--- config.mk ---
export PLATFORM = sky130hd
export DESIGN_NAME = rice_symbol_sequencer_flat
export DESIGN_NICKNAME = d
export VERILOG_FILES = /design/src/rtl/rice_symbol_sequencer_if.sv /design/src/rtl/rice_symbol_sequencer.sv /design/src/flat_wrapper.sv
export SDC_FILE = /design/constraint.sdc
export NUM_CORES = 1
export LEC_CHECK = 0
export ABC_AREA = 1
export CORE_ASPECT_RATIO = 1.75
export CORE_MARGIN = 2
export CORE_UTILIZATION = 35
export CTS_BUF_LIST = sky130_fd_sc_hd__clkbuf_8 sky130_fd_sc_hd__clkbuf_16
export CTS_CLUSTER_SIZE = 40
export DETAILED_ROUTE_END_ITERATION = 8
export HOLD_SLACK_MARGIN = 0.06
export SLEW_MARGIN = 5
export SYNTH_ARGS = -nofsm -noshare
export SYNTH_HDL_FRONTEND = slang
export SYNTH_SLANG_ARGS = --single-unit
--- constraint.sdc ---
create_clock -name clk -period 5.8 [get_ports clk]
set_clock_uncertainty 0.2 [all_clocks]
set_input_delay 0.58 -clock clk [delete_from_list [all_inputs] [get_ports clk]]
set_output_delay 0.58 -clock clk [all_outputs]
set_load 0.05 [all_outputs]
--- src/rtl/rice_symbol_sequencer_if.sv ---
`default_nettype none
// +----------------------------------------------------------------------------+
// | rice_symbol_sequencer_if                                                   |
// | Bitstream word input and decoded-symbol output handshake bundle.           |
// | Rev 1.0                                                                    |
// +----------------------------------------------------------------------------+
interface rice_symbol_sequencer_if #(
  parameter int W_IN = 8,
  parameter int K    = 3,
  parameter int W_Q  = 8
);
  logic               flush;
  logic [W_IN-1:0]    in_data;
  logic               in_valid;
  logic               in_ready;
  logic [W_Q+K-1:0]   out_data;
  logic               out_err;
  logic               out_valid;
  logic               out_ready;

  modport master (
    output flush, in_data, in_valid, out_ready,
    input  in_ready, out_data, out_err, out_valid
  );

  modport slave (
    input  flush, in_data, in_valid, out_ready,
    output in_ready, out_data, out_err, out_valid
  );
endinterface
`default_nettype wire

--- src/rtl/rice_symbol_sequencer.sv ---
`default_nettype none
// +----------------------------------------------------------------------------+
// | rice_symbol_sequencer                                                      |
// | Golomb-Rice decode sequencer: unary run counting, remainder extraction.    |
// | Rev 1.0                                                                    |
// +----------------------------------------------------------------------------+

module count_lead_one #(
  parameter int W  = 8,
  parameter int OW = $clog2(W) + 1
) (
  input  wire logic [W-1:0]  data,
  output logic      [OW-1:0] count
);
  logic run;

  always_comb begin
    count = '0;
    run   = 1'b1;
    for (int i = W - 1; i >= 0; i--) begin
      if (run && data[i]) begin
        count = count + OW'(1);
      end else begin
        run = 1'b0;
      end
    end
  end
endmodule

module rice_symbol_sequencer #(
  parameter int W_IN = 8,
  parameter int K    = 3,
  parameter int W_Q  = 8
) (
  input  wire logic                clk,
  input  wire logic                rst,
  rice_symbol_sequencer_if.slave   bus
);
  localparam int BW = 2 * W_IN;
  localparam int FW = $clog2(2 * W_IN + 1);
  localparam int CW = $clog2(W_IN) + 1;
  localparam int SW = ((W_Q > CW) ? W_Q : CW) + 1;
  localparam int OW = W_Q + K;
  localparam logic [W_Q-1:0] Q_MAX = {W_Q{1'b1}};

  typedef enum logic [1:0] {
    S_COUNT = 2'd0,
    S_REM   = 2'd1,
    S_OUT   = 2'd2
  } state_t;

  state_t          state_q,     state_d;
  logic [BW-1:0]   buf_q,       buf_d;
  logic [FW-1:0]   fill_q,      fill_d;
  logic [W_Q-1:0]  q_acc_q,     q_acc_d;
  logic            sat_q,       sat_d;
  logic [OW-1:0]   out_data_q,  out_data_d;
  logic            out_err_q,   out_err_d;
  logic            out_valid_q, out_valid_d;

  logic [CW-1:0]   run_len;
  logic [FW-1:0]   consume;
  logic [FW-1:0]   rem_fill;
  logic [BW-1:0]   kept;
  logic [SW-1:0]   sum;
  logic            in_ready;
  logic            accept;

  count_lead_one #(
    .W  (W_IN),
    .OW (CW)
  ) u_clo (
    .data  (buf_q[BW-1 -: W_IN]),
    .count (run_len)
  );

  // Ready depends on registered fill only, so no path from in_valid/out_ready.
  assign in_ready = (fill_q <= FW'(W_IN));
  assign accept   = bus.in_valid && in_ready;

  always_comb begin
    state_d     = state_q;
    q_acc_d     = q_acc_q;
    sat_d       = sat_q;
    out_data_d  = out_data_q;
    out_err_d   = out_err_q;
    out_valid_d = out_valid_q;
    consume     = '0;
    sum         = '0;

    case (state_q)
      S_COUNT: begin
        if (fill_q >= FW'(W_IN)) begin
          if (run_len == CW'(W_IN)) begin
            consume = FW'(W_IN);
          end else begin
            consume = FW'(run_len) + FW'(1);
            state_d = S_REM;
          end
          sum = SW'(q_acc_q) + SW'(run_len);
          if (sum > SW'(Q_MAX)) begin
            q_acc_d = Q_MAX;
            sat_d   = 1'b1;
          end else begin
            q_acc_d = sum[W_Q-1:0];
          end
        end
      end
      S_REM: begin
        if (fill_q >= FW'(K)) begin
          consume     = FW'(K);
          out_data_d  = {q_acc_q, buf_q[BW-1 -: K]};
          out_err_d   = sat_q;
          out_valid_d = 1'b1;
          q_acc_d     = '0;
          sat_d       = 1'b0;
          state_d     = S_OUT;
        end
      end
      S_OUT: begin
        if (bus.out_ready) begin
          out_valid_d = 1'b0;
          state_d     = S_COUNT;
        end
      end
      default: state_d = S_COUNT;
    endcase

    // New word lands directly behind whatever survives this cycle's consumption.
    rem_fill = fill_q - consume;
    kept     = buf_q << consume;
    buf_d    = accept ? (kept | ({bus.in_data, {W_IN{1'b0}}} >> rem_fill)) : kept;
    fill_d   = rem_fill + (accept ? FW'(W_IN) : FW'(0));

    if (bus.flush) begin
      buf_d       = '0;
      fill_d      = '0;
      q_acc_d     = '0;
      sat_d       = 1'b0;
      out_valid_d = 1'b0;
      state_d     = S_COUNT;
    end
  end

  always_ff @(posedge clk or posedge rst) begin
    if (rst) begin
      state_q     <= S_COUNT;
      buf_q       <= '0;
      fill_q      <= '0;
      q_acc_q     <= '0;
      sat_q       <= 1'b0;
      out_data_q  <= '0;
      out_err_q   <= 1'b0;
      out_valid_q <= 1'b0;
    end else begin
      state_q     <= state_d;
      buf_q       <= buf_d;
      fill_q      <= fill_d;
      q_acc_q     <= q_acc_d;
      sat_q       <= sat_d;
      out_data_q  <= out_data_d;
      out_err_q   <= out_err_d;
      out_valid_q <= out_valid_d;
    end
  end

  assign bus.in_ready  = in_ready;
  assign bus.out_data  = out_data_q;
  assign bus.out_err   = out_err_q;
  assign bus.out_valid = out_valid_q;
endmodule
`default_nettype wire

--- src/flat_wrapper.sv ---
// flat-port wrapper written by rule: the top's interface ports become plain ports
module rice_symbol_sequencer_flat 
#(
  parameter int W_IN = 8,
  parameter int K    = 3,
  parameter int W_Q  = 8
)
  (clk, rst, bus_flush, bus_in_data, bus_in_valid, bus_out_ready, bus_in_ready, bus_out_data, bus_out_err, bus_out_valid);
  rice_symbol_sequencer_if #(.W_IN(W_IN), .K(K), .W_Q(W_Q)) bus_i ();
  input  wire logic clk;
  input  wire logic rst;
  input wire logic [$bits(bus_i.flush)-1:0] bus_flush;
  input wire logic [$bits(bus_i.in_data)-1:0] bus_in_data;
  input wire logic [$bits(bus_i.in_valid)-1:0] bus_in_valid;
  input wire logic [$bits(bus_i.out_ready)-1:0] bus_out_ready;
  output wire logic [$bits(bus_i.in_ready)-1:0] bus_in_ready;
  output wire logic [$bits(bus_i.out_data)-1:0] bus_out_data;
  output wire logic [$bits(bus_i.out_err)-1:0] bus_out_err;
  output wire logic [$bits(bus_i.out_valid)-1:0] bus_out_valid;
  assign bus_i.flush = bus_flush;
  assign bus_i.in_data = bus_in_data;
  assign bus_i.in_valid = bus_in_valid;
  assign bus_i.out_ready = bus_out_ready;
  assign bus_in_ready = bus_i.in_ready;
  assign bus_out_data = bus_i.out_data;
  assign bus_out_err = bus_i.out_err;
  assign bus_out_valid = bus_i.out_valid;
  rice_symbol_sequencer #(.W_IN(W_IN), .K(K), .W_Q(W_Q)) u_core (.clk(clk), .rst(rst), .bus(bus_i));
endmodule
; ---- Word level (Yosys, flattened, before mapping)
; Index checks and enable logic that the tools add are counted.
[totals]
ff_bits = 45
inputBits = 13
output_inout_bits = 14
wordCells = 93
[classes]
addsub = 11
magnitude_cmp = 4
eq_ne = 8
shifts = 2
muxes = 43
bitwise = 1
reduce_logical = 16
[ops]
columns = cell, count
row1 = $mux W16, 2
row2 = $mux W4, 8
row3 = $mux W8, 4
row4 = $add A4 B1 Y4 const B, 7
row5 = $or A16 B16 Y16, 1
row6 = $pmux W8 S2, 1
row7 = $shl A16 B5 Y16, 1
row8 = $shr A16 B5 Y16, 1
row9 = $mux W1, 15
row10 = $mux W5, 3
row11 = $mux W2, 6
row12 = $pmux W5 S2, 1
row13 = $add A8 B4 Y9, 1
row14 = $gt A9 B8 Y1 const B, 1
row15 = $ne A3 B2 Y1 const B, 3
row16 = $logic_and A1 B1 Y1, 8
row17 = $reduce_and A4 Y1, 2
row18 = $ne A3 B3 Y1 const B, 2
row19 = $pmux W2 S3, 1
row20 = $reduce_and A3 Y1, 2
row21 = $reduce_bool A3 Y1, 2
row22 = $add A4 B1 Y5 const B, 1
row23 = $add A5 B5 Y5, 1
row24 = $ge A5 B2 Y1 const B, 1
row25 = other kinds (9), 10

; ---- Longest topological paths before layout
; Gate-level depths: netlist of run 1.
[logic_depth]
depth_word = 24
depth_mapped = 33
depth_no_buf = 32

; ---- Modules after synthesis
; A second synthesis of run 1 with hierarchy kept.
[unflattened]
hier_cells = 552
hier_area_um2 = 3771.1
[modules_own_cells]
columns = mod, instances, cells_per_inst, area_each_um2, seq_area_each_um2
row1 = rice_symbol_sequencer, 1, 494, 3444.6, 1126.1
row2 = count_lead_one, 1, 58, 326.6, 0.0

; ---- Worst setup path before layout of run 1
; OpenSTA, ideal clock, no wires.
[synth_path]
path_type = reg-to-reg
from = reg u_core.buf_q[14]
to = reg u_core.buf_q[8]
setup_ns = 0.078
arrival_ns = 4.874
required_time_ns = 5.522
slack_ns = 0.648
path_stages_with_launch = 29
n_path_buf = 2
period_less_slack_ns = 5.152
cell_sequence = dfrtp_1 > nand2_2 > nor2_8 > inv_1 > nand2_1 > inv_1 > ha_1 > inv_1 > nor2_1 > a21oi_1 > ha_1 > o21ai_0 > nor2_1 > ha_1 > a21oi_1 > ha_1 > inv_1 > a21oi_2 > nand2_4 > nand2_8 > nand2_4 > buf_6 > ha_1 > fa_1 > xnor2_1 > clkbuf_1 > mux2i_1 > nand3_1 > a21oi_1
[synth_between]
elab_chain_cells = 23
elab_cells_between_ends = 37
cone_classes = add/sub (8) / eq/ne (1) / shift (2) / mux (18) / bitwise (1) / reduce/logical (7)
[synth_rtl]
columns = element, line_no
row1 = "start, declared", rice_symbol_sequencer.sv:53  ; logic [BW-1:0] buf_q, buf_d;
row2 = "start signal, assigned", rice_symbol_sequencer.sv:157  ; buf_q <= buf_d;
row3 = $logic_and A1 B1 Y1, rice_symbol_sequencer.sv:21  ; if (run && data[i]) begin
row4 = $mux W4 / $mux W1 (equally long branches), rice_symbol_sequencer.sv:21
row5 = $add A4 B1 Y4 / $logic_and A1 B1 Y1 (equally long branches), "rice_symbol_sequencer.sv:22, rice_symbol_sequencer.sv:21"
row6 = $mux W4 / $mux W1 (equally long branches), rice_symbol_sequencer.sv:21
row7 = $add A4 B1 Y4 / $logic_and A1 B1 Y1 (equally long branches), "rice_symbol_sequencer.sv:22, rice_symbol_sequencer.sv:21"
row8 = $mux W4 / $mux W1 (equally long branches), rice_symbol_sequencer.sv:21
row9 = $add A4 B1 Y4 / $logic_and A1 B1 Y1 (equally long branches), "rice_symbol_sequencer.sv:22, rice_symbol_sequencer.sv:21"
row10 = $mux W4 / $mux W1 (equally long branches), rice_symbol_sequencer.sv:21
row11 = [8 not listed], -
row12 = $mux W5, rice_symbol_sequencer.sv:93  ; if (fill_q >= FW'(W_IN)) begin
row13 = $pmux W5 S2, rice_symbol_sequencer.sv:91  ; case (state_q)
row14 = $sub A5 B5 Y5, rice_symbol_sequencer.sv:130  ; rem_fill = fill_q - consume;
row15 = $shr A16 B5 Y16, rice_symbol_sequencer.sv:132  ; buf_d = accept ? (kept | ({bus.in_data, {W_IN{1'b0}}} >> rem_fill)) : kept;
row16 = $or A16 B16 Y16, rice_symbol_sequencer.sv:132
row17 = $mux W16 *, rice_symbol_sequencer.sv:132
row18 = $mux W16 *, rice_symbol_sequencer.sv:135  ; if (bus.flush) begin
row19 = net u_core.buf_d[8], rice_symbol_sequencer.sv:53
; The timed path passes the listed nets; every way through them passes the cells marked *.
; A chain may end at the register's enable or synchronous reset.

; ---- Worst setup path in the final report of run 1
[layout_path]
from = reg u_core.buf_q[13]
to = reg u_core.buf_q[3]
[layout_between]
elab_chain_cells = 21
elab_cells_between_ends = 33
cone_classes = add/sub (7) / eq/ne (1) / shift (2) / mux (16) / bitwise (1) / reduce/logical (6)
[layout_rtl]
columns = element, line_no
row1 = $logic_and A1 B1 Y1, rice_symbol_sequencer.sv:21
row2 = $mux W4 / $mux W1 (equally long branches), rice_symbol_sequencer.sv:21
row3 = $add A4 B1 Y4 / $logic_and A1 B1 Y1 (equally long branches), "rice_symbol_sequencer.sv:22, rice_symbol_sequencer.sv:21"
row4 = $mux W4 / $mux W1 (equally long branches), rice_symbol_sequencer.sv:21
row5 = $add A4 B1 Y4 / $logic_and A1 B1 Y1 (equally long branches), "rice_symbol_sequencer.sv:22, rice_symbol_sequencer.sv:21"
row6 = $mux W4 / $mux W1 (equally long branches), rice_symbol_sequencer.sv:21
row7 = $add A4 B1 Y4 / $logic_and A1 B1 Y1 (equally long branches), "rice_symbol_sequencer.sv:22, rice_symbol_sequencer.sv:21"
row8 = $mux W4 / $mux W1 (equally long branches), rice_symbol_sequencer.sv:21
row9 = [6 not listed], -
row10 = $mux W5, rice_symbol_sequencer.sv:93
row11 = $pmux W5 S2, rice_symbol_sequencer.sv:91
row12 = $sub A5 B5 Y5, rice_symbol_sequencer.sv:130
row13 = $shr A16 B5 Y16, rice_symbol_sequencer.sv:132
row14 = $or A16 B16 Y16, rice_symbol_sequencer.sv:132
row15 = $mux W16 *, rice_symbol_sequencer.sv:132
row16 = $mux W16 *, rice_symbol_sequencer.sv:135
row17 = net u_core.buf_d[3], rice_symbol_sequencer.sv:53
; Marked as above.

==> report_table.html, run 1 <==
<table>
<tr><th>Metric</th><th>Value</th></tr>
<tr><th colspan="2">Detailed routing</th></tr>
<tr><td>Total via count after detailed routing</td><td>3,812</td></tr>
<tr><td>Wire length after detailed routing</td><td>10.89 mm</td></tr>
<tr><td>Count of routing violations after the opening detailed-route iteration</td><td>170</td></tr>
<tr><td>Mean routed wirelength per cell</td><td>15.69 µm</td></tr>
<tr><td>Sum of met2 wire segment lengths after detailed routing</td><td>5.987 mm</td></tr>
<tr><td>Residual DRC</td><td>0</td></tr>
<tr><td>Via density per instance</td><td>5.493</td></tr>
<tr><td>Number of iterations in the first detailed-routing pass</td><td>5</td></tr>
<tr><td>Highest metal layer used by the detailed router</td><td>met4</td></tr>
<tr><td>Met3 Routed Length</td><td>324 µm</td></tr>
<tr><td>Wire length on met1</td><td>3.797 mm</td></tr>
<tr><td>Count of antenna-violating nets left after detailed routing</td><td>0</td></tr>
<tr><th colspan="2">Clock network</th></tr>
<tr><td>Clock slew at the register clock pins of the worst setup and hold paths</td><td>0.07 ns</td></tr>
<tr><td>CTS tree</td><td>yes</td></tr>
<tr><td>H-tree depth</td><td>2</td></tr>
<tr><td>CTS buffer count</td><td>5</td></tr>
<tr><td>Clk Latency, worst-skew pair</td><td>0.30 ns</td></tr>
<tr><td>Hold-fix buffers at CTS</td><td>0</td></tr>
<tr><td>CTS sink cnt</td><td>45</td></tr>
<tr><td>CTS Root Buffer Type</td><td>clkbuf_16</td></tr>
<tr><td>Maximum number of buffers from clock root to sink</td><td>2</td></tr>
<tr><th colspan="2">Global route</th></tr>
<tr><td>Initial antenna violation count</td><td>0</td></tr>
<tr><td>Remaining Overflow, GRT</td><td>0</td></tr>
<tr><td>First-pass GRT wire length</td><td>17.86 mm</td></tr>
<tr><td>GR Util All Layers</td><td>19.99%</td></tr>
<tr><td>Vias in the first global route</td><td>3,865</td></tr>
<tr><td>Pin count of the biggest net entering global routing</td><td>46</td></tr>
<tr><th colspan="2">Logic synthesis</th></tr>
<tr><td>Mapped Nets</td><td>573</td></tr>
<tr><td>Synthesized netlist cell count</td><td>542</td></tr>
<tr><td>Number of warnings printed during yosys synthesis</td><td>0</td></tr>
<tr><td>Post-synth ARST share</td><td>100.0%</td></tr>
<tr><td>Synthesized area per cell</td><td>6.939 µm²</td></tr>
<tr><td>Number of synthesized register bits</td><td>45</td></tr>
<tr><td>Area share of the largest cell type after synthesis</td><td>29.94%</td></tr>
<tr><td>Cell area after synthesis</td><td>3761 µm²</td></tr>
<tr><td>Fraction of the yosys area taken by sequential cells</td><td>29.94%</td></tr>
<tr><td>Number of different library cells in the post-synthesis netlist</td><td>46</td></tr>
<tr><td>Ys flop type</td><td>dfrtp_1</td></tr>
<tr><td>Biggest area consumer among synthesized cells</td><td>dfrtp_1</td></tr>
<tr><td>Number of synthesized flops with an enable pin</td><td>0</td></tr>
<tr><td>Leading post-synthesis cells by cell area</td><td>dfrtp_1, nand3_1, nand2_1, inv_1, ha_1</td></tr>
<tr><td>Top cells by instance count after synthesis</td><td>nand2_1, nand3_1, inv_1</td></tr>
<tr><td>Most repeated cell in the gate-level netlist after synthesis</td><td>nand2_1</td></tr>
<tr><th colspan="2">Critical path</th></tr>
<tr><td>Required @ worst endpoint</td><td>5.79 ns</td></tr>
<tr><td>Max FO, Critical Path</td><td>18</td></tr>
<tr><td>R2r setup slk</td><td>0.36 ns</td></tr>
<tr><td>WP data arrival</td><td>5.43 ns</td></tr>
<tr><td>Number of cell instances on the worst register-to-register path</td><td>27</td></tr>
<tr><td>Critical Path Start Type</td><td>register</td></tr>
<tr><td>Critical path class</td><td>register to register</td></tr>
<tr><td>Kind of end point of the critical path</td><td>register</td></tr>
<tr><th colspan="2">Timing</th></tr>
<tr><td>Final Hold Vio Count</td><td>0</td></tr>
<tr><td>Shortest clock period the worst path allows after layout</td><td>5.442 ns</td></tr>
<tr><td>RSZ-0062 raised after global routing</td><td>false</td></tr>
<tr><td>Max Fclk</td><td>0.1838 GHz</td></tr>
<tr><td>Max transition margin</td><td>26.93%</td></tr>
<tr><td>Worst slack on hold paths</td><td>0.2823 ns</td></tr>
<tr><td>Final worst setup slack</td><td>0.3578 ns</td></tr>
<tr><td>Final worst path period share</td><td>93.83%</td></tr>
<tr><td>Pins Over Slew Limit</td><td>0</td></tr>
<tr><td>Final-report setup violation count</td><td>0</td></tr>
<tr><td>Fin Setup TNS</td><td>0 ns</td></tr>
<tr><td>Tightest Pin Transition</td><td>1.096 ns</td></tr>
<tr><th colspan="2">Die</th></tr>
<tr><td>Ports</td><td>27</td></tr>
<tr><td>Chip height</td><td>141.1 µm</td></tr>
<tr><td>Area of the die</td><td>11,620 µm²</td></tr>
<tr><td>Floorplan die width</td><td>82.36 µm</td></tr>
<tr><td>Standard-cell rows</td><td>50</td></tr>
<tr><td>Core outline area</td><td>10,570 µm²</td></tr>
<tr><td>Initial Util</td><td>35.57%</td></tr>
<tr><th colspan="2">Worst hold path</th></tr>
<tr><td>Tightest Hold Check Type</td><td>register to register</td></tr>
<tr><td>Cell depth of the worst min-delay path</td><td>2</td></tr>
<tr><th colspan="2">Layout</th></tr>
<tr><td>Final #Nets</td><td>594</td></tr>
<tr><td>Core occupancy in the finished layout</td><td>40.97%</td></tr>
<tr><td>Area growth from synthesis to layout</td><td>15.17%</td></tr>
<tr><td>Fillers</td><td>1,108</td></tr>
<tr><td>Share of cells above drive strength 1</td><td>9.397%</td></tr>
<tr><td>Number of diodes added for antenna fixing</td><td>0</td></tr>
<tr><th colspan="2">Place</th></tr>
<tr><td>GP Congestion</td><td>0.9974</td></tr>
<tr><td>Input/output buffers</td><td>26</td></tr>
<tr><td>Dpl hpwl</td><td>8.652 mm</td></tr>
<tr><td>Setup slack at placement</td><td>0.2420 ns</td></tr>
<tr><th colspan="2">Status</th></tr>
<tr><td>Outcome</td><td>completed</td></tr>
<tr><th colspan="2">Job</th></tr>
<tr><td>MaxCap Viol Count</td><td>0</td></tr>
<tr><th colspan="2">Pwr</th></tr>
<tr><td>Leakage power summed over all cells</td><td>2.094 nW</td></tr>
<tr><td>Areal power density over the cells</td><td>562.4 nW/µm²</td></tr>
<tr><td>Largest voltage drop on the vdd net</td><td>0.0004125 V</td></tr>
</table>
==> state kept, by name (all words and copies together), names as in the netlist <==
name	flops
u_core.bus.out_data	11
u_core.state_q	2
u_core.buf_q	16
u_core.fill_q	5
u_core.sat_q	1
u_core.bus.out_valid	1
u_core.q_acc_q	8
u_core.bus.out_err	1
==> critical path, cell delays in order (launching register included) <==
cell and delay [ns]:
dfrtp_1 0.40, nand2_1 0.18, nor2_8 0.17, inv_1 0.05, nand2_1 0.07, inv_1 0.05
ha_1 0.27, inv_1 0.05, nor2_1 0.13, a21oi_1 0.06, ha_1 0.29, o21ai_0 0.16
nor2_1 0.09, ha_1 0.30, a21oi_2 0.20, ha_1 0.17, inv_1 0.04, a21oi_2 0.14
nand2_4 0.12, nand2_8 0.15, nand2_4 0.15, ha_2 0.25, fa_2 0.63, buf_4 0.19
o21ai_0 0.12, nor3_1 0.39, nand2_1 0.10, a31oi_1 0.21
==> worst paths after layout <==
kind | start | to
hold reg to reg | u_core.bus.out_data[5] | u_core.bus.out_data[5]
setup reg to reg | u_core.buf_q[13] | u_core.buf_q[3]
setup / recovery | u_core.buf_q[13] | u_core.buf_q[3]
min in group asynchronous | rst | u_core.fill_q[3]
hold / removal | u_core.bus.out_data[5] | u_core.bus.out_data[5]
max in group asynchronous | rst | u_core.buf_q[13]
==> kinds of logic (layout without fill, tap and decap cells) <==
logic type	after synthesis	in the layout	share of synthesized area (%)
muxes	9	9	2.462
AOI/OAI and AO/OA	98	98	14.70
buffers and inverters	89	111	9.747
DFF	45	45	29.94
and+or+nand+nor	279	279	35.83
xor gates and xnor gates	4	4	0.9316
adders and majority gates	18	18	6.387
==> routing by layer <==
layer	up-vias	track usage (%)
li1	1876	-
met1	1764	20.05
met2	123	35.61
met3	49	2.113
met4	0	15.79
met5	-	0
==> what timing repair did <==
action	4_1_cts	5_1_grt
buffers inserted	0	0
gates resized for setup	0	5
endpoints found under the setup margin	0	16
endpoints found under the hold margin	0	0
==> placed cells by master (no fill, tap or decap), types with 9 or more instances in the layout <==
master | synthesis | routed
nand2_1 | 104 | 104
nand3_1 | 96 | 96
inv_1 | 66 | 65
dfrtp_1 | 45 | 45
o21ai_0 | 36 | 35
nor2_1 | 34 | 34
a21oi_1 | 32 | 31
clkdlybuf4s50_1 | 0 | 26
ha_1 | 16 | 15
nand2_2 | 10 | 10
a31oi_1 | 9 | 9
==> through the flow <==
stage               instances  power (W)  cell area, µm²
floorplan                 542   0.001677            3761
global placement          686   0.002037            4138
detailed placement        686   0.002060            4138
CTS                       694   0.002415            4318
global route              694   0.002649            4332
finish                    694   0.002436            4332
==> power breakdown <==
| part | switching [W] | internal [W] |
|---|---|---|
| Combinational | 0.00110 | 0.000545 |
| Clock | 0.000131 | 0.000218 |
| Sequential | 0.0000588 | 0.000386 |
| Total | 0.00129 | 0.00115 |
==> cell type report <==
| type | instances | area [µm²] | share of cell area (%) |
|---|---|---|---|
| multi-input cells | 408 | 2282 | 52.69 |
| flip-flops and latches | 45 | 1126 | 26.00 |
| repair buffers | 33 | 312.8 | 7.221 |
| inverters | 70 | 267.8 | 6.181 |
| well taps | 130 | 162.7 | 3.755 |
| clock buffers | 6 | 138.9 | 3.206 |
| clock inverters | 2 | 41.29 | 0.9532 |
Power figures use the tool's default switching activity.
==> run 2, diff against run 1 <==
Settings changed: RECOVER_POWER set to 100.
==> report_table.html, run 2 (synthesized netlist as in run 1, its figures left out) <==
<table>
<tr><th>Metric</th><th>Value</th></tr>
<tr><th colspan="2">Critical path</th></tr>
<tr><td>Critical path class</td><td>register to register (unchanged)</td></tr>
<tr><td>Required @ worst endpoint</td><td>5.80 ns (was 5.79 ns)</td></tr>
<tr><td>Max FO, Critical Path</td><td>18 (unchanged)</td></tr>
<tr><td>Critical Path Start Type</td><td>register (unchanged)</td></tr>
<tr><td>R2r setup slk</td><td>0.37 ns (was 0.36 ns)</td></tr>
<tr><td>Kind of end point of the critical path</td><td>register (unchanged)</td></tr>
<tr><td>WP data arrival</td><td>5.43 ns (about the same)</td></tr>
<tr><td>Terminus of the critical flop-to-flop path</td><td>u_core.buf_q[3] (unchanged)</td></tr>
<tr><td>Reg-to-reg critical path startpoint</td><td>u_core.buf_q[13] (unchanged)</td></tr>
<tr><td>Number of cell instances on the worst register-to-register path</td><td>27 (unchanged)</td></tr>
<tr><th colspan="2">Layout</th></tr>
<tr><td>Most common library cell in the layout ignoring fill and taps</td><td>nand2_1 (unchanged)</td></tr>
<tr><td>Share of cells above drive strength 1</td><td>8.865% (was 9.397%)</td></tr>
<tr><td>Flip-flop count of the largest register, all copies and words added</td><td>16 (unchanged)</td></tr>
<tr><td>Number of diodes added for antenna fixing</td><td>0 (unchanged)</td></tr>
<tr><td>Area growth from synthesis to layout</td><td>14.97% (was 15.17%)</td></tr>
<tr><td>Fillers</td><td>1,110 (was 1,108)</td></tr>
<tr><td>Most frequent cells in the layout</td><td>nand2_1, nand3_1, inv_1 (unchanged)</td></tr>
<tr><td>Register containing the most flip-flops in the final layout</td><td>u_core.buf_q (unchanged)</td></tr>
<tr><td>Final #Nets</td><td>594 (unchanged)</td></tr>
<tr><td>Post-Layout Inst Area</td><td>4324 µm² (was 4332 µm²)</td></tr>
<tr><th colspan="2">Global route</th></tr>
<tr><td>Pin count of the biggest net entering global routing</td><td>46 (unchanged)</td></tr>
<tr><td>Initial antenna violation count</td><td>0 (unchanged)</td></tr>
<tr><td>First-pass GRT wire length</td><td>17.86 mm (unchanged)</td></tr>
<tr><td>Met3 usage</td><td>2.113% (unchanged)</td></tr>
<tr><td>GR Util All Layers</td><td>19.99% (unchanged)</td></tr>
<tr><td>Layer with the highest usage after global routing</td><td>met2 (unchanged)</td></tr>
<tr><td>Vias in the first global route</td><td>3,865 (unchanged)</td></tr>
<tr><td>Met1 routing resource usage after global routing</td><td>20.05% (unchanged)</td></tr>
<tr><td>Remaining Overflow, GRT</td><td>0 (unchanged)</td></tr>
<tr><td>Global routing usage on met2</td><td>35.61% (unchanged)</td></tr>
<tr><th colspan="2">Detailed routing</th></tr>
<tr><td>Wire length after detailed routing</td><td>10.93 mm (was 10.89 mm)</td></tr>
<tr><td>Residual DRC</td><td>0 (unchanged)</td></tr>
<tr><td>Count of routing violations after the opening detailed-route iteration</td><td>155 (was 170)</td></tr>
<tr><td>Via density per instance</td><td>5.500 (was 5.493)</td></tr>
<tr><td>Count of antenna-violating nets left after detailed routing</td><td>0 (unchanged)</td></tr>
<tr><td>Total via count after detailed routing</td><td>3,817 (was 3,812)</td></tr>
<tr><td>Mean routed wirelength per cell</td><td>15.75 µm (was 15.69 µm)</td></tr>
<tr><td>Number of iterations in the first detailed-routing pass</td><td>5 (unchanged)</td></tr>
<tr><th colspan="2">Job</th></tr>
<tr><td>MaxCap Viol Count</td><td>1 (was 0)</td></tr>
<tr><th colspan="2">Die</th></tr>
<tr><td>Standard-cell rows</td><td>50 (unchanged)</td></tr>
<tr><td>Floorplan die width</td><td>82.36 µm (unchanged)</td></tr>
<tr><td>Core outline area</td><td>10,570 µm² (unchanged)</td></tr>
<tr><td>Area of the die</td><td>11,620 µm² (unchanged)</td></tr>
<tr><td>Initial Util</td><td>35.57% (unchanged)</td></tr>
<tr><td>Ports</td><td>27 (unchanged)</td></tr>
<tr><td>Chip height</td><td>141.1 µm (unchanged)</td></tr>
<tr><th colspan="2">Place</th></tr>
<tr><td>Dpl hpwl</td><td>8.652 mm (unchanged)</td></tr>
<tr><td>Input/output buffers</td><td>26 (unchanged)</td></tr>
<tr><td>Cell Area, Placed</td><td>4138 µm² (unchanged)</td></tr>
<tr><td>GP Congestion</td><td>0.9974 (unchanged)</td></tr>
<tr><td>Setup slack at placement</td><td>0.2420 ns (unchanged)</td></tr>
<tr><th colspan="2">Pwr</th></tr>
<tr><td>Areal power density over the cells</td><td>560.1 nW/µm² (was 562.4 nW/µm²)</td></tr>
<tr><td>Largest voltage drop on the vdd net</td><td>0.0004119 V (was 0.0004125 V)</td></tr>
<tr><td>Leakage power summed over all cells</td><td>2.125 nW (was 2.094 nW)</td></tr>
<tr><th colspan="2">Clock network</th></tr>
<tr><td>Clk Latency, worst-skew pair</td><td>0.30 ns (about the same)</td></tr>
<tr><td>Hold-fix buffers at CTS</td><td>0 (unchanged)</td></tr>
<tr><td>H-tree depth</td><td>2 (unchanged)</td></tr>
<tr><td>Number of buffers inserted to repair setup after CTS</td><td>0 (unchanged)</td></tr>
<tr><td>CTS tree</td><td>yes (unchanged)</td></tr>
<tr><td>CTS buffer count</td><td>5 (unchanged)</td></tr>
<tr><td>CTS Root Buffer Type</td><td>clkbuf_16 (unchanged)</td></tr>
<tr><td>Clock slew at the register clock pins of the worst setup and hold paths</td><td>0.07 ns (about the same)</td></tr>
<tr><td>CTS sink cnt</td><td>45 (unchanged)</td></tr>
<tr><td>Maximum number of buffers from clock root to sink</td><td>2 (unchanged)</td></tr>
<tr><th colspan="2">Timing</th></tr>
<tr><td>Final worst path period share</td><td>93.63% (was 93.83%)</td></tr>
<tr><td>Pins Over Slew Limit</td><td>46 (was 0)</td></tr>
<tr><td>Final-report setup violation count</td><td>0 (unchanged)</td></tr>
<tr><td>RSZ-0062 raised after global routing</td><td>false (unchanged)</td></tr>
<tr><td>Max Fclk</td><td>0.1841 GHz (was 0.1838 GHz)</td></tr>
<tr><td>Tightest Pin Transition</td><td>1.780 ns (was 1.096 ns)</td></tr>
<tr><td>Final worst setup slack</td><td>0.3696 ns (was 0.3578 ns)</td></tr>
<tr><td>Max transition margin</td><td>-18.80% (was 26.93%)</td></tr>
<tr><td>Shortest clock period the worst path allows after layout</td><td>5.430 ns (was 5.442 ns)</td></tr>
<tr><td>Final Hold Vio Count</td><td>0 (unchanged)</td></tr>
<tr><td>Worst slack on hold paths</td><td>0.2767 ns (was 0.2823 ns)</td></tr>
<tr><td>Fin Setup TNS</td><td>0 ns (unchanged)</td></tr>
<tr><th colspan="2">Worst hold path</th></tr>
<tr><td>Start point of the worst hold path</td><td>u_core.bus.out_data[5] (unchanged)</td></tr>
<tr><td>Cell depth of the worst min-delay path</td><td>2 (unchanged)</td></tr>
<tr><td>Tightest Hold Check Type</td><td>register to register (unchanged)</td></tr>
<tr><td>End point of the most critical hold path</td><td>u_core.bus.out_data[5] (unchanged)</td></tr>
<tr><th colspan="2">Status</th></tr>
<tr><td>Failing checks</td><td>capacitance limit, slew limit</td></tr>
<tr><td>Outcome</td><td>finished, violations left (was completed)</td></tr>
</table>
run 2: per-stage QoR:
stage	util [%]	power, W	cells
finish	40.90	0.002422	694
global route	40.90	0.002638	694
CTS	40.84	0.002415	694
detailed placement	39.14	0.002060	686
global placement	39.14	0.002037	686
floorplan	-	0.001677	542
run 2: what timing repair did:
item,CTS,global route
endpoints found under the hold margin,0,0
endpoints found under the setup margin,0,16
gates resized for setup,0,5
run 2: how the worst max path moves through the flow:
stage,startpoint,end,slack [ns],cells after the start
finish,u_core.buf_q[13],u_core.buf_q[3],0.37,27
global route,u_core.buf_q[14],u_core.buf_q[2],0.04,29
CTS,u_core.buf_q[13],u_core.buf_q[3],0.24,27
detailed placement,u_core.buf_q[13],u_core.buf_q[3],0.24,27
global placement,u_core.buf_q[13],u_core.buf_q[3],0.33,27
floorplan,u_core.buf_q[14],u_core.buf_q[8],0.65,28
run 2: final cells by class:
cell class / count / area, µm² / area share (%)
repair buffers: 33 / 309.0 / 7.147
well taps: 130 / 162.7 / 3.762
multi-input cells: 408 / 2280 / 52.72
flip-flops and latches: 45 / 1126 / 26.04
clock inverters: 2 / 41.29 / 0.9549
inverters: 70 / 266.5 / 6.163
clock buffers: 6 / 138.9 / 3.212
run 2: per-layer routing:
metal | up-vias | wire length, µm | share of wire (%)
met2 | 127 | 5996 | 55
met3 | 49 | 336 | 3.1
met5 | - | 0 | 0
met1 | 1763 | 3818 | 35
li1 | 1878 | - | -
met4 | 0 | 777 | 7.1
run 2: where the power goes:
part	switching (W)	total, W	internal (W)
Combinational	0.00109	0.00163	0.000535
Sequential	0.0000580	0.000444	0.000386
Clock	0.000130	0.000349	0.000218
Total	0.00128	0.00242	0.00114
run 2: worst max-delay path, stage by stage, from the launching register on:
cell,delay (ns)
dfrtp_1,0.40
nand2_1,0.18
nor2_8,0.17
inv_1,0.05
nand2_1,0.07
inv_1,0.05
ha_1,0.27
inv_1,0.05
nor2_1,0.13
a21oi_1,0.06
ha_1,0.29
o21ai_0,0.16
nor2_1,0.09
ha_1,0.30
a21oi_2,0.20
ha_1,0.17
inv_1,0.04
a21oi_2,0.14
nand2_4,0.12
nand2_8,0.15
nand2_4,0.15
ha_2,0.25
fa_2,0.64
buf_4,0.19
o21ai_0,0.12
nor3_1,0.38
nand2_1,0.10
a31oi_1,0.21
